<file path="src/rtl/ddr_pkg.sv">
// Shared types and constants for the dance game pattern path.
// The score tracker relies on the same pattern and timer widths.
package ddr_pkg;

  typedef enum logic [1:0] {
    IDLE = 2'd0,
    GAP  = 2'd1,
    SHOW = 2'd2,
    DONE = 2'd3
  } state_t;

  localparam logic [15:0] LFSR_TAPS = 16'hB400;
  localparam int PAT_W   = 4;
  localparam int TIMER_W = 20;
  localparam int COUNT_W = 6;

  // Galois LFSR, right shift. A non-zero state never maps to zero.
  function automatic logic [15:0] lfsr_next(input logic [15:0] cur);
    return cur[0] ? ((cur >> 1) ^ LFSR_TAPS) : (cur >> 1);
  endfunction

  // An all-zero arrow pattern cannot be hit, so it becomes a single arrow.
  function automatic logic [PAT_W-1:0] nz_nibble(input logic [PAT_W-1:0] n);
    return (n == '0) ? PAT_W'(1) : n;
  endfunction

endpackage

</file>
<file path="src/rtl/dance_pattern_sequencer_if.sv">
// Pattern bus from the sequencer (producer) to the score tracker (consumer).
interface dance_pattern_sequencer_if;
  import ddr_pkg::*;

  logic [PAT_W-1:0]   pattern_a;
  logic [PAT_W-1:0]   pattern_b;
  logic               pattern_valid;
  logic [TIMER_W-1:0] pattern_timer;

  modport master (
    output pattern_a,
    output pattern_b,
    output pattern_valid,
    output pattern_timer
  );

  modport slave (
    input pattern_a,
    input pattern_b,
    input pattern_valid,
    input pattern_timer
  );
endinterface

</file>
<file path="src/rtl/pattern_lfsr.sv">
// 16-bit Galois LFSR with synchronous seed load; load takes priority over step.
module pattern_lfsr
  import ddr_pkg::*;
#(
  parameter logic [15:0] SEED = 16'hACE1
) (
  input  logic        clock,
  input  logic        reset,
  input  logic        load,
  input  logic [15:0] seed,
  input  logic        step,
  output logic [15:0] value
);

  logic [15:0] value_reg;

  always_ff @(posedge clock) begin
    if (reset) begin
      value_reg <= SEED;
    end else if (load) begin
      value_reg <= seed;
    end else if (step) begin
      value_reg <= lfsr_next(value_reg);
    end
  end

  assign value = value_reg;

endmodule

</file>
<file path="src/rtl/dance_pattern_sequencer.sv">
// Produces timed arrow patterns for a fixed-length game: blank gap, then a
// hit window per pattern, until NUM_PATTERNS windows have completed.
module dance_pattern_sequencer
  import ddr_pkg::*;
#(
  parameter int          TICK_DIV     = 50,
  parameter int          WINDOW_TICKS = 500000,
  parameter int          GAP_TICKS    = 250000,
  parameter int          NUM_PATTERNS = 32,
  parameter logic [15:0] SEED         = 16'hACE1
) (
  input  logic                    clock,
  input  logic                    reset,
  input  logic                    game_active,
  input  logic                    mirror_mode,
  dance_pattern_sequencer_if.master pat,
  output logic [COUNT_W-1:0]      pattern_count,
  output logic                    game_over
);

  localparam int PRE_W = (TICK_DIV > 1) ? $clog2(TICK_DIV) : 1;
  localparam int GAP_W = (GAP_TICKS > 1) ? $clog2(GAP_TICKS) : 1;

  state_t             state_reg, state_next;
  logic [PRE_W-1:0]   presc_reg, presc_next;
  logic [GAP_W-1:0]   gap_reg, gap_next;
  logic [TIMER_W-1:0] timer_reg, timer_next;
  logic [COUNT_W-1:0] count_reg, count_next;
  logic [PAT_W-1:0]   pat_a_reg, pat_a_next;
  logic [PAT_W-1:0]   pat_b_reg, pat_b_next;
  logic               valid_reg, valid_next;

  logic               tick;
  logic               lfsr_load;
  logic               lfsr_step;
  logic [15:0]        lfsr_value;
  logic [PAT_W-1:0]   new_a;
  logic [PAT_W-1:0]   new_b;
  logic [COUNT_W-1:0] count_inc;

  pattern_lfsr #(
    .SEED (SEED)
  ) u_lfsr (
    .clock (clock),
    .reset (reset),
    .load  (lfsr_load),
    .seed  (SEED),
    .step  (lfsr_step),
    .value (lfsr_value)
  );

  assign tick      = (presc_reg == PRE_W'(TICK_DIV - 1));
  assign new_a     = nz_nibble(lfsr_value[3:0]);
  assign new_b     = mirror_mode ? new_a : nz_nibble(lfsr_value[7:4]);
  assign count_inc = count_reg + COUNT_W'(1);

  always_ff @(posedge clock) begin
    if (reset) begin
      state_reg <= IDLE;
      presc_reg <= '0;
      gap_reg   <= '0;
      timer_reg <= '0;
      count_reg <= '0;
      pat_a_reg <= '0;
      pat_b_reg <= '0;
      valid_reg <= 1'b0;
    end else begin
      state_reg <= state_next;
      presc_reg <= presc_next;
      gap_reg   <= gap_next;
      timer_reg <= timer_next;
      count_reg <= count_next;
      pat_a_reg <= pat_a_next;
      pat_b_reg <= pat_b_next;
      valid_reg <= valid_next;
    end
  end

  // Every state change also zeroes the prescaler so window/gap lengths are exact.
  always_comb begin
    state_next = state_reg;
    presc_next = tick ? '0 : presc_reg + PRE_W'(1);
    gap_next   = gap_reg;
    timer_next = timer_reg;
    count_next = count_reg;
    pat_a_next = pat_a_reg;
    pat_b_next = pat_b_reg;
    valid_next = valid_reg;
    lfsr_load  = 1'b0;
    lfsr_step  = 1'b0;

    unique case (state_reg)
      IDLE: begin
        presc_next = '0;
        if (game_active) begin
          state_next = GAP;
          lfsr_load  = 1'b1;
          count_next = '0;
          gap_next   = '0;
        end
      end
      GAP: begin
        if (!game_active) begin
          state_next = IDLE;
          presc_next = '0;
        end else if (tick) begin
          if (gap_reg == GAP_W'(GAP_TICKS - 1)) begin
            state_next = SHOW;
            presc_next = '0;
            pat_a_next = new_a;
            pat_b_next = new_b;
            lfsr_step  = 1'b1;
            valid_next = 1'b1;
            timer_next = '0;
          end else begin
            gap_next = gap_reg + GAP_W'(1);
          end
        end
      end
      SHOW: begin
        if (!game_active) begin
          // Aborted window is dropped without being counted.
          state_next = IDLE;
          presc_next = '0;
          valid_next = 1'b0;
          timer_next = '0;
          pat_a_next = '0;
          pat_b_next = '0;
        end else if (tick) begin
          if (timer_reg == TIMER_W'(WINDOW_TICKS - 1)) begin
            count_next = count_inc;
            presc_next = '0;
            gap_next   = '0;
            valid_next = 1'b0;
            timer_next = '0;
            pat_a_next = '0;
            pat_b_next = '0;
            state_next = (count_inc == COUNT_W'(NUM_PATTERNS)) ? DONE : GAP;
          end else begin
            timer_next = timer_reg + TIMER_W'(1);
          end
        end
      end
      DONE: begin
        presc_next = '0;
        if (!game_active) begin
          state_next = IDLE;
        end
      end
      default: begin
        state_next = IDLE;
      end
    endcase
  end

  assign pat.pattern_a     = pat_a_reg;
  assign pat.pattern_b     = pat_b_reg;
  assign pat.pattern_valid = valid_reg;
  assign pat.pattern_timer = timer_reg;
  assign pattern_count     = count_reg;
  assign game_over         = (state_reg == DONE);

endmodule

</file>
<file path="src/flat_wrapper.sv">
// flat-port wrapper written by rule: the top's interface ports become plain ports
module dance_pattern_sequencer_flat import ddr_pkg::*;
#(
  parameter int          TICK_DIV     = 50,
  parameter int          WINDOW_TICKS = 500000,
  parameter int          GAP_TICKS    = 250000,
  parameter int          NUM_PATTERNS = 32,
  parameter logic [15:0] SEED         = 16'hACE1
)
  (clock, reset, game_active, mirror_mode, pattern_count, game_over, pat_pattern_a, pat_pattern_b, pat_pattern_valid, pat_pattern_timer);
  dance_pattern_sequencer_if pat_i ();
  input  logic clock;
  input  logic reset;
  input  logic game_active;
  input  logic mirror_mode;
  output logic [COUNT_W-1:0] pattern_count;
  output logic game_over;
  output wire logic [$bits(pat_i.pattern_a)-1:0] pat_pattern_a;
  output wire logic [$bits(pat_i.pattern_b)-1:0] pat_pattern_b;
  output wire logic [$bits(pat_i.pattern_valid)-1:0] pat_pattern_valid;
  output wire logic [$bits(pat_i.pattern_timer)-1:0] pat_pattern_timer;
  assign pat_pattern_a = pat_i.pattern_a;
  assign pat_pattern_b = pat_i.pattern_b;
  assign pat_pattern_valid = pat_i.pattern_valid;
  assign pat_pattern_timer = pat_i.pattern_timer;
  dance_pattern_sequencer #(.TICK_DIV(TICK_DIV), .WINDOW_TICKS(WINDOW_TICKS), .GAP_TICKS(GAP_TICKS), .NUM_PATTERNS(NUM_PATTERNS), .SEED(SEED)) u_core (.clock(clock), .reset(reset), .game_active(game_active), .mirror_mode(mirror_mode), .pat(pat_i), .pattern_count(pattern_count), .game_over(game_over));
endmodule
</file>
<file path="config.mk">
export PLATFORM = sky130hd
export DESIGN_NAME = dance_pattern_sequencer_flat
export DESIGN_NICKNAME = d
export VERILOG_FILES = /design/src/rtl/ddr_pkg.sv /design/src/rtl/dance_pattern_sequencer_if.sv /design/src/rtl/pattern_lfsr.sv /design/src/rtl/dance_pattern_sequencer.sv /design/src/flat_wrapper.sv
export SDC_FILE = /design/constraint.sdc
export NUM_CORES = 1
export LEC_CHECK = 0
export CORE_MARGIN = 3
export CORE_UTILIZATION = 35
export CTS_CLUSTER_DIAMETER = 120
export CTS_CLUSTER_SIZE = 20
export DETAILED_ROUTE_END_ITERATION = 16
export SYNTH_ARGS = -nofsm -noshare
export SYNTH_HDL_FRONTEND = slang
export SYNTH_SLANG_ARGS = --single-unit
</file>
<file path="constraint.sdc">
create_clock -name clock -period 2.49 [get_ports clock]
set_input_delay 0.498 -clock clock [delete_from_list [all_inputs] [get_ports clock]]
set_output_delay 0.498 -clock clock [all_outputs]
set_load 0.1 [all_outputs]
</file>
Word level (Yosys, flattened, before mapping)
Index checks and enable logic that the tools add are counted. Widths: inputs -> output; s select.

Word-level logic and storage cells: 113. Output and inout bits: 36. Bits of input ports: 4. Register bits after elaboration: 77.

Multiplexer cells: 66. Bitwise gates (word level): 1. $add $sub $neg: 4. Reduce and logical (&&, ||, !) cells: 13. Equal/unequal tests: 20.

Operator list (count): $mux 18 (7); $mux 20 (6); $mux 6 (11); $pmux 18 s3 (1); $mux 4 (12); $pmux 20 s2 (1); $add 20x1->20 const B (1); $eq 20x19->1 const B (1); $add 18x1->18 const B (1); $eq 18x18->1 const B (1); $mux 2 (9); $pmux 6 s3 (1); $mux 16 (1); $pmux 4 s2 (2); $add 6x1->6 const B (2); $eq 6x6->1 const B (2); $mux 1 (12); $ne 3x2->1 const B (4); $pmux 6 s2 (1); $reduce_and 6->1 (2); $ne 2x2->1 const B (5); $reduce_and 5->1 (2); $logic_not 4->1 (2); $ne 2x1->1 const B (4); 10 further kinds (13).

Longest topological paths before layout
Depth after elaboration: 7. Mapped depth: 10. Mapped depth without buffers: 8.

Hierarchy
A second synthesis with hierarchy kept.

Cell total of the unflattened synthesis: 463. Area, all modules: 3966.3 um2.

By module, submodules not included: dance_pattern_sequencer (cells each 386, area an instance 3170.5 um2, seq. area each 1221.2 um2, times used 1); pattern_lfsr (cells each 77, area an instance 795.8 um2, seq. area each 320.3 um2, times used 1).

Worst setup path before layout
OpenSTA, ideal clock, no wires.

Kind: reg2reg. From: register u_core.timer_reg[0] (netlist: u_core.pat.pattern_timer[0]). To: register u_core.gap_reg[0]. Required time: 2.362 ns. Setup time: 0.128 ns. Stages on the path, launching flop included: 9. Period minus slack after synthesis: 2.710 ns. Arrival time: 2.582 ns. Setup slack: -0.220 ns. Buffers on the path: 1. Cell sequence: dfxtp_1 -> ha_1 -> nand4_1 -> nor2_1 -> a21boi_2 -> or3_1 -> buf_6 -> mux2i_1 -> nor2_1.

Cells in the longest elaborated chain, start to end: 3.

Ends and longest elaborated chain: start: declaration (RTL line dance_pattern_sequencer.sv:27) `logic [TIMER_W-1:0] timer_reg, timer_next;`; start signal: assignment (RTL line dance_pattern_sequencer.sv:71) `timer_reg <= timer_next;`; $eq 20x19->1 (RTL line dance_pattern_sequencer.sv:130) `if (timer_reg == TIMER_W'(WINDOW_TICKS - 1)) begin`; $ne 2x1->1 (no line); $reduce_and 8->1 (no line); end signal: assignment (RTL line dance_pattern_sequencer.sv:70) `gap_reg <= gap_next;`; end: declaration (RTL line dance_pattern_sequencer.sv:26) `logic [GAP_W-1:0] gap_reg, gap_next;`.

No other way between the ends. A chain may end at the register's enable or synchronous reset.

Final worst setup path
From: register u_core.state_reg[1]. To: register u_core.gap_reg[14].

Cells in the longest elaborated chain, start to end: 3. Elaborated cells on any way between the ends: 13. Those cells by class: eq/ne (9); mux (1); reduce/logical (3).

Ends and longest elaborated chain: start: declaration (RTL line dance_pattern_sequencer.sv:24) `state_t state_reg, state_next;`; start signal: assignment (RTL line dance_pattern_sequencer.sv:68) `state_reg <= state_next;`; $eq 2x2->1, or another cell as far along (RTL line dance_pattern_sequencer.sv:92) `unique case (state_reg)`; $ne 2x1->1 (no line), or another cell as far along; $reduce_and 8->1 (no line).

Parallel ways exist; a longest one is shown, timed or not.

==> impl_metrics.env <==
export IMPL_period_share_pct=92.7
export IMPL_slew_headroom_pct=61.2
export IMPL_reg2reg_slack_ps=180
export IMPL_grt_pass1_wl_mm=16.2
export IMPL_die_w_um=111
export IMPL_cts_sinks=77
export IMPL_multi_input_area_um2=2200
export IMPL_routabilityCongestion=0.840
export IMPL_max_freq_ghz=0.433
export IMPL_yosys_warnings=0
export IMPL_holdWs_ps=458
export IMPL_crit_arrival_ps=2560
export IMPL_first_iter_violations=179
export IMPL_reg2reg_to="u_core.gap_reg[14]"
export IMPL_min_period_ps=2310
export IMPL_drive_above_1_share_pct=19.4
export IMPL_regArea_um2=1550
export IMPL_synthCells=472
export IMPL_ant_nets=0
export IMPL_die_y_um=111
export IMPL_outcome="completed"
export IMPL_leakage_nw=1.75
export IMPL_place_inst=652
export IMPL_coreArea_um2=10600
export IMPL_hold_path_class="reg -> reg"
export IMPL_slew_viol_final=0
export IMPL_largest_reg_flops=20
export IMPL_place_hpwl_mm=6.88
export IMPL_port_buffers=39
export IMPL_cts_tree="built"
export IMPL_start_util_pct=36.7
export IMPL_drc_errors=0
export IMPL_reg2reg_from="u_core.state_reg[1]"
export IMPL_dr_pass1_iters=4
export IMPL_wl_per_cell_um=14.2
export IMPL_endpoint_kind="flop"
export IMPL_synthesis_nets=487
export IMPL_min_path_cells=2
export IMPL_ys_ff_latch=77
export IMPL_antenna_found_initial=0
export IMPL_grt_start_max_net_pins=33
export IMPL_ys_async_sr_fraction_pct=0
export IMPL_netlist_top_cells_area="dfxtp_1, nand2_1, xnor2_1"
export IMPL_path_class="reg -> reg"
export IMPL_nets=542
export IMPL_cts_max_level=3
export IMPL_vias_per_cell=5.25
export IMPL_tightest_slew_ps=582
export IMPL_grt_ovfl_total=0
export IMPL_yosysUniqueCellTypes=58
export IMPL_gr_usage_met2_pct=25.5
export IMPL_fin_setup_tns_ps=0
export IMPL_worstSetupStartpointType="flop"
export IMPL_maxCapViolations=0
export IMPL_n_antenna_cell=0
export IMPL_skew_ps=14.6
export IMPL_finalPower_mw=2.83
export IMPL_synthFlopType="dfxtp_1"
export IMPL_track_usage_pct=15.7
export IMPL_use_met3_pct=4.04
export IMPL_top_usage_layer="met2"
export IMPL_final_hold_viol_count=0
export IMPL_synth_largest_area_cell="dfxtp_1"
export IMPL_ys_seq_area_share_pct=39.8
export IMPL_reg2regPathDepth=9
export IMPL_cts_buffers=9
export IMPL_fin_util_pct=43.8
export IMPL_critPathMaxFanout=5
export IMPL_synth_top_area_share_pct=39.8
export IMPL_stdcell_count=668
export IMPL_clk_pin_slew_worst_paths_ps=90
export IMPL_pin_count=40
export IMPL_clk_latency_ps=360
export IMPL_layout_common_cells="nand2_1, dfxtp_1, buf_4"
export IMPL_cts_root_buf="clkbuf_8"
export IMPL_min_delay_worst_endpoint="u_core.u_lfsr.value[9]"
export IMPL_routed_wl_mm=9.50
export IMPL_met1_usage_pct=20.7
export IMPL_syn_to_final_growth_pct=19.5
export IMPL_hp_start="u_core.u_lfsr.value[9]"
export IMPL_vias=3510
export IMPL_grt_setup_unrepaired="no"
export IMPL_ir_worst_vdd_v=0.000415
export IMPL_cts_max_path_buffers=2
export IMPL_rows=37
export IMPL_cp_required_ps=2740
export IMPL_netlist_area_um2=3870
export IMPL_grt_pass1_vias=3389
export IMPL_nFillCells=1070
export IMPL_synth_edf_count=0
export IMPL_dieArea_um2=12400
export IMPL_setup_viol=0
export IMPL_syn_area_per_cell_um2=8.20
export IMPL_layout_commonest_cell="nand2_1"
export IMPL_power_density_nw_per_um2=613
synthesized netlist by cell type (2+ instances only):
cell type / count
nor4_1: 6
a211o_1: 3
nor2b_1: 2
dfxtp_1: 77
xor2_1: 5
nand3_1: 30
o211ai_1: 3
mux2i_1: 3
clkbuf_1: 8
a21oi_1: 24
and2_1: 2
nor3_2: 2
a21o_1: 5
buf_2: 8
nand2_1: 76
a211oi_1: 2
ha_1: 11
o21ai_1: 8
nor3b_1: 2
nand4_1: 14
or3_1: 6
a32o_1: 4
inv_1: 10
a22o_1: 7
and3_1: 10
a31oi_1: 2
nor2_1: 49
mux2_2: 3
o21ai_0: 8
and4_1: 3
xnor2_1: 22
or4_1: 2
nor4b_1: 4
a21oi_2: 8
nor3_1: 20
metal layers:
layer	vias up	part of all wire [%]
li1	1780	-
met1	1663	49
met2	60	46
met3	7	4.2
met4	0	0.93
met5	-	0
worst max-delay path, cell delays in order (launching register included):
cell and delay, ps:
dfxtp_1 410, inv_1 100, ha_1 270, inv_2 80
a21oi_1 70, or3_4 400, or3_1 470, buf_4 200
a21oi_2 100, o21ai_1 70
final cells by class:
class / count / share of cell area, %
clock buffers: 10 / 2.76
inverters: 12 / 0.973
well taps: 136 / 3.68
clock inverters: 6 / 1.03
multi-input cells: 365 / 47.6
flip-flops and latches: 77 / 33.5
repair buffers: 62 / 10.5
worst max path at each step:
| stage | startpoint | endpoint | slack, ps |
|---|---|---|---|
| after global routing | u_core.gap_reg[0] | u_core.state_reg[0] | 8 |
| after global placement | game_active | u_core.gap_reg[14] | 40 |
| after detailed placement | game_active | u_core.gap_reg[13] | -10 |
| after floorplan | u_core.pat.pattern_timer[8] | u_core.gap_reg[0] | 7 |
| final | u_core.state_reg[1] | u_core.gap_reg[14] | 180 |
| after CTS | u_core.state_reg[1] | u_core.gap_reg[10] | 200 |
cells by family after synthesis:
| kind of cell | share of synthesized area (%) |
|---|---|
| adder cells (fa/ha/maj) | 3.56 |
| multiplexers | 1.65 |
| AO/OA/AOI/OAI | 13.9 |
| flip-flops | 39.8 |
| AND/OR/NAND/NOR | 31.5 |
| XOR/XNOR | 6.11 |
| buffers and inverters | 3.46 |
power breakdown:
| group | internal, mW | switching (mW) | total (mW) |
|---|---|---|---|
| clock network | 0.373 | 0.499 | 0.871 |
| logic | 0.218 | 0.461 | 0.679 |
| registers | 1.26 | 0.0242 | 1.28 |
| total | 1.85 | 0.983 | 2.83 |
repair_timing:
item                       in CTS  in global routing
gates resized for setup         0                  1
setup endpoints to repair       0                  2
buffers inserted                0                  0
hold endpoints to repair        0                  0
hold buffers                    0                  0
through the flow:
| stage | setup slack (ps) | instance area (µm²) |
|---|---|---|
| CTS | 202 | 4620 |
| global placement | 40.9 | 4440 |
| floorplan | 7.32 | 3880 |
| detailed placement | -12.3 | 4440 |
| finish | 183 | 4630 |
| global route | 8.25 | 4630 |
Power figures use the tool's default switching activity.
